===== config.mk =====
export PLATFORM = sky130hd
export DESIGN_NAME = reg_file_scoreboard
export DESIGN_NICKNAME = d
export VERILOG_FILES = /design/src/rtl/reg_file_scoreboard.sv
export SDC_FILE = /design/constraint.sdc
export NUM_CORES = 2
export LEC_CHECK = 0
export CAP_MARGIN = 20
export CORE_UTILIZATION = 30
export DETAILED_ROUTE_END_ITERATION = 16
export DONT_BUFFER_PORTS = 1
export SETUP_SLACK_MARGIN = 0.15
export SYNTH_ARGS = -nofsm -noshare
export SYNTH_HDL_FRONTEND = slang
export SYNTH_SLANG_ARGS = --single-unit
export TNS_END_PERCENT = 100

===== constraint.sdc =====
create_clock -name Clock -period 7.1 [get_ports Clock]
set_clock_uncertainty 0.15 [all_clocks]
set_input_delay 0.355 -clock Clock [delete_from_list [all_inputs] [get_ports Clock]]
set_output_delay 0.355 -clock Clock [all_outputs]
set_load 0.01 [all_outputs]

===== src/rtl/reg_file_scoreboard.sv =====
// Parametrised 2-read/1-write register file with a per-register busy scoreboard.
// Reads bypass the same-cycle write; the read stage can optionally be registered.
module reg_file_scoreboard #(
    parameter int DATA_WIDTH      = 32,
    parameter int ADDR_WIDTH      = 5,
    parameter int ZERO_REG        = 1,
    parameter int REGISTERED_READ = 0
) (
    input  logic                  Clock,
    input  logic                  Reset,
    input  logic [ADDR_WIDTH-1:0] RegAID,
    input  logic [ADDR_WIDTH-1:0] RegBID,
    output logic [DATA_WIDTH-1:0] QA,
    output logic [DATA_WIDTH-1:0] QB,
    output logic                  BusyA,
    output logic                  BusyB,
    input  logic [DATA_WIDTH-1:0] DataIn,
    input  logic [ADDR_WIDTH-1:0] RegIDToWrite,
    input  logic                  EnableWrite,
    input  logic [ADDR_WIDTH-1:0] ReserveID,
    input  logic                  EnableReserve,
    output logic                  ReserveReady
);
    localparam int unsigned DEPTH = 2 ** ADDR_WIDTH;

    logic [DATA_WIDTH-1:0] regs [DEPTH];
    logic [DEPTH-1:0]      busy;

    logic                  writeHit;
    logic [DATA_WIDTH-1:0] readA;
    logic [DATA_WIDTH-1:0] readB;
    logic                  readBusyA;
    logic                  readBusyB;

    function automatic logic isZero(input logic [ADDR_WIDTH-1:0] idx);
        return (ZERO_REG != 0) && (idx == '0);
    endfunction

    assign writeHit = EnableWrite & ~isZero(RegIDToWrite);

    assign ReserveReady = EnableReserve & ~isZero(ReserveID) &
                          (~busy[ReserveID] | (EnableWrite & (RegIDToWrite == ReserveID)));

    // Reserve is applied after the write so a same-index reserve leaves the bit set.
    always_ff @(posedge Clock) begin
        if (Reset) begin
            for (int unsigned i = 0; i < DEPTH; i++) begin
                regs[i] <= '0;
            end
            busy <= '0;
        end else begin
            if (writeHit) begin
                regs[RegIDToWrite] <= DataIn;
                busy[RegIDToWrite] <= 1'b0;
            end
            if (ReserveReady) begin
                busy[ReserveID] <= 1'b1;
            end
        end
    end

    always_comb begin
        readA     = '0;
        readB     = '0;
        readBusyA = 1'b0;
        readBusyB = 1'b0;
        if (!isZero(RegAID)) begin
            readA     = (writeHit && RegIDToWrite == RegAID) ? DataIn : regs[RegAID];
            readBusyA = busy[RegAID] & ~(EnableWrite & (RegIDToWrite == RegAID));
        end
        if (!isZero(RegBID)) begin
            readB     = (writeHit && RegIDToWrite == RegBID) ? DataIn : regs[RegBID];
            readBusyB = busy[RegBID] & ~(EnableWrite & (RegIDToWrite == RegBID));
        end
    end

    if (REGISTERED_READ != 0) begin : gRegRead
        always_ff @(posedge Clock) begin
            if (Reset) begin
                QA    <= '0;
                QB    <= '0;
                BusyA <= 1'b0;
                BusyB <= 1'b0;
            end else begin
                QA    <= readA;
                QB    <= readB;
                BusyA <= readBusyA;
                BusyB <= readBusyB;
            end
        end
    end else begin : gCombRead
        always_comb begin
            QA    = readA;
            QB    = readB;
            BusyA = readBusyA;
            BusyB = readBusyB;
        end
    end
endmodule


==> metrics.md <==
| Metric | Value |
|---|---|
| Multiplexer share of the synthesized area | `0.239` |
| Slowest CP cell | `a21oi_1` |
| Port buffer count | `0` |
| Register bit total from synthesis | `1056` |
| Post-synth cell types | `54` |
| CTS clk-pin slew, worst paths | `70 ps` |
| IO Count | `123` |
| Clk_lat worst skew | `720 ps` |
| DIE WIDTH | `440 um` |
| Final core occ | `0.336` |
| Yosys top cell by area | `edfxtp_1` |
| Cells traversed along the worst timing path | `xnor2_1, nand3_1, nor4_4, buf_4, a31oi_1, a21oi_1` |
| Vias | `35800` |
| Final wirelength | `197 mm` |
| Area grow syn2layout | `11.2%` |
| Antenna Nets Post-Route | `0` |
| Worst-path maximum fanout | `289` |
| Synthesized area | `57600 um^2` |
| Worst path max stage delay | `710 ps` |
| First drt pass iteration count | `6` |
| Avg Inst Size Synth | `14.9 um^2` |
| Vias in the first global route | `35600` |
| CTS max path bufs | `3` |
| Run status | `finished, violations left` |
| Worst Path Arrival | `3760 ps` |
| Final nets | `3798` |
| Post-synthesis compound-gate area fraction | `0.0457` |
| CP endpoint kind | `primary output` |
| Crit path launch | `RegAID[0]` |
| Hold Fails Final Rpt | `0` |
| GP Congestion | `0.869` |
| Layout cells sized above 1 | `0.224` |
| Post-CTS Setup Repair Bufs | `0` |
| Post-Synth Simple-Gate Area | `0.131` |
| Async S/R FF share, synth | `0` |
| H-tree levels | `3` |
| RSZ-0062 raised after global routing | `no` |
| Largest family of logic cells by synthesized area | `multiplexers` |
| Post-synth EDFFs | `1024` |
| FF-to-FF Start | `busy[31]` |
| Final setup violation count | `0` |
| Root buf cell | `clkbuf_16` |
| First-pass GRT wire length | `276 mm` |
| Critical setup path kind | `input port to primary output` |
| Synth top area share | `0.534` |
| Initial DRC Count | `4554` |
| Failing checks | `slew limit` |
| Pwr dens | `226 nW/um^2` |
| Total Routing Usage GR | `0.200` |
| Total CTS buffers | `101` |
| Grt total ovfl | `0` |
| Hold WC Path Type | `input port to flip-flop` |
| M1 WL | `73.0 mm` |
| Worst-Margin Slew | `1780 ps` |
| Initial Utilization | `0.302` |
| Die H | `440 um` |
| Max Slew Vio Count | `87` |
| Period utilization | `0.601` |
| Largest net degree at the start of global routing | `290` |
| DR WL met3 | `15.3 mm` |
| WP data required | `6590 ps` |
| Xor and xnor area share after synthesis | `0.00228` |
| Fmax | `0.235 GHz` |
| Drt drc | `0` |
| Leak pwr | `0.0213 uW` |
| Synth top area cells | `edfxtp_1, mux4_2, and2_1, mux2i_1, clkbuf_1` |
| Core area | `190000 um^2` |
| Adder-Cell Fraction of Synth Area | `0` |
| TNS Setup | `0 ps` |
| CP startpoint kind | `input port` |
| Row cnt | `160` |
| HP Start | `RegIDToWrite[2]` |
| WL/cell | `31.0 um` |
| Synth Warn # | `0` |
| Top routing layer in use | `met4` |
| Vias per cell | `5.63` |
| Detailed Place HPWL | `101 mm` |
| Die area | `194000 um^2` |
| CTS tree | `done` |
| Met2 WL post-DR | `97.1 mm` |
| Max_cap viols | `0` |
| Relative slew slack | `-0.185` |
| Gate Count Post-Synth | `3871` |
| Sinks on Clock Net | `1056` |
| Primary FF master, synth | `edfxtp_1` |
| Post-synthesis sequential area ratio | `0.545` |
| Maximum vdd ir drop | `0.000169 V` |
| Initial antenna violation count | `20` |
| Crit path time final | `4260 ps` |
[cells in the final DEF, fill, tap and decap left out, types with 29 or more instances in the layout]
cell / count
nor2b_1: 66
a22oi_1: 62
dfxtp_1: 32
edfxtp_1: 1024
dlygate4sd3_1: 59
a211oi_1: 51
mux4_2: 541
o21ai_1: 65
buf_4: 71
nor2_4: 29
nand2_1: 99
a21oi_1: 88
inv_2: 30
conb_1: 32
a221oi_1: 35
mux2i_1: 157
a32o_1: 33
clkbuf_16: 103
and2_1: 999
[path summary, 6_finish.rpt]
check	endpoint	slack (ps)	cells after the start
max	QA[3]	2840	6
max reg2reg	busy[5]	4330	7
min	busy[30]	40	3
min reg2reg	busy[12]	360	1
[layer usage]
metal	vias up	GRT usage
li1	14600	-
met1	18900	0.246
met2	1819	0.337
met3	419	0.0303
met4	0	0.112
met5	-	0
[sequential cells by signal (all words and copies together) (netlist names)]
register,count
regs,1024
busy,32
[stage by stage]
step | setup slack [ps] | cell area (um^2) | hold slack (ps) | instances | power [uW]
finish | 2840 | 64000 | 35.8 | 6355 | 14400
global route | 3170 | 64000 | 64.8 | 6348 | 14800
CTS | 3470 | 63600 | 0.764 | 6320 | 14400
detailed placement | 3570 | 59700 | 295 | 6066 | 8950
global placement | 3570 | 59700 | 286 | 6065 | 8920
floorplan | 3790 | 57700 | 315 | 3902 | 8640
[cells by family after synthesis]
kind of cell	after synthesis
compound gates	383
xor+xnor	15
buf+inv	453
flops	1056
mux	700
other cells	1
simple gates	1263
[Yosys cell counts, types with 35 or more instances]
| library cell | number |
|---|---|
| and2_1 | 999 |
| a22oi_1 | 62 |
| buf_2 | 70 |
| mux4_2 | 541 |
| nor2_1 | 53 |
| a21oi_1 | 89 |
| a221oi_1 | 35 |
| edfxtp_1 | 1024 |
| o21ai_1 | 65 |
| nor2b_1 | 66 |
| nand2_1 | 99 |
| clkbuf_1 | 285 |
| a211oi_1 | 51 |
| mux2i_1 | 157 |
[final cells by class]
class	count	area, um^2
flip-flops and latches	1056	31400
well taps	2511	3140
inverters	35	131
multi-input cells	2393	24500
clock inverters	65	534
repair buffers	155	1610
diodes	19	47.5
clock buffers	121	2650
fillers	18100	126000
[critical path: cells and delay by family]
| kind | cells | cell delay [ps] |
|---|---|---|
| buf+inv | 1 | 590 |
| simple gates | 2 | 460 |
| compound gates | 2 | 870 |
| xor+xnor | 1 | 610 |
[power breakdown]
part / internal (uW) / switching (uW) / leakage (uW)
sequential: 7180 / 167 / 0.0100
combinational: 771 / 905 / 0.00966
clock: 2950 / 2470 / 0.00156
[repair_timing]
action,4_1_cts,5_1_grt
gates resized for setup,0,0
hold buffers,68,0
endpoints found under the hold margin,1064,0
Note: power is estimated with default switching activity, not from simulation.
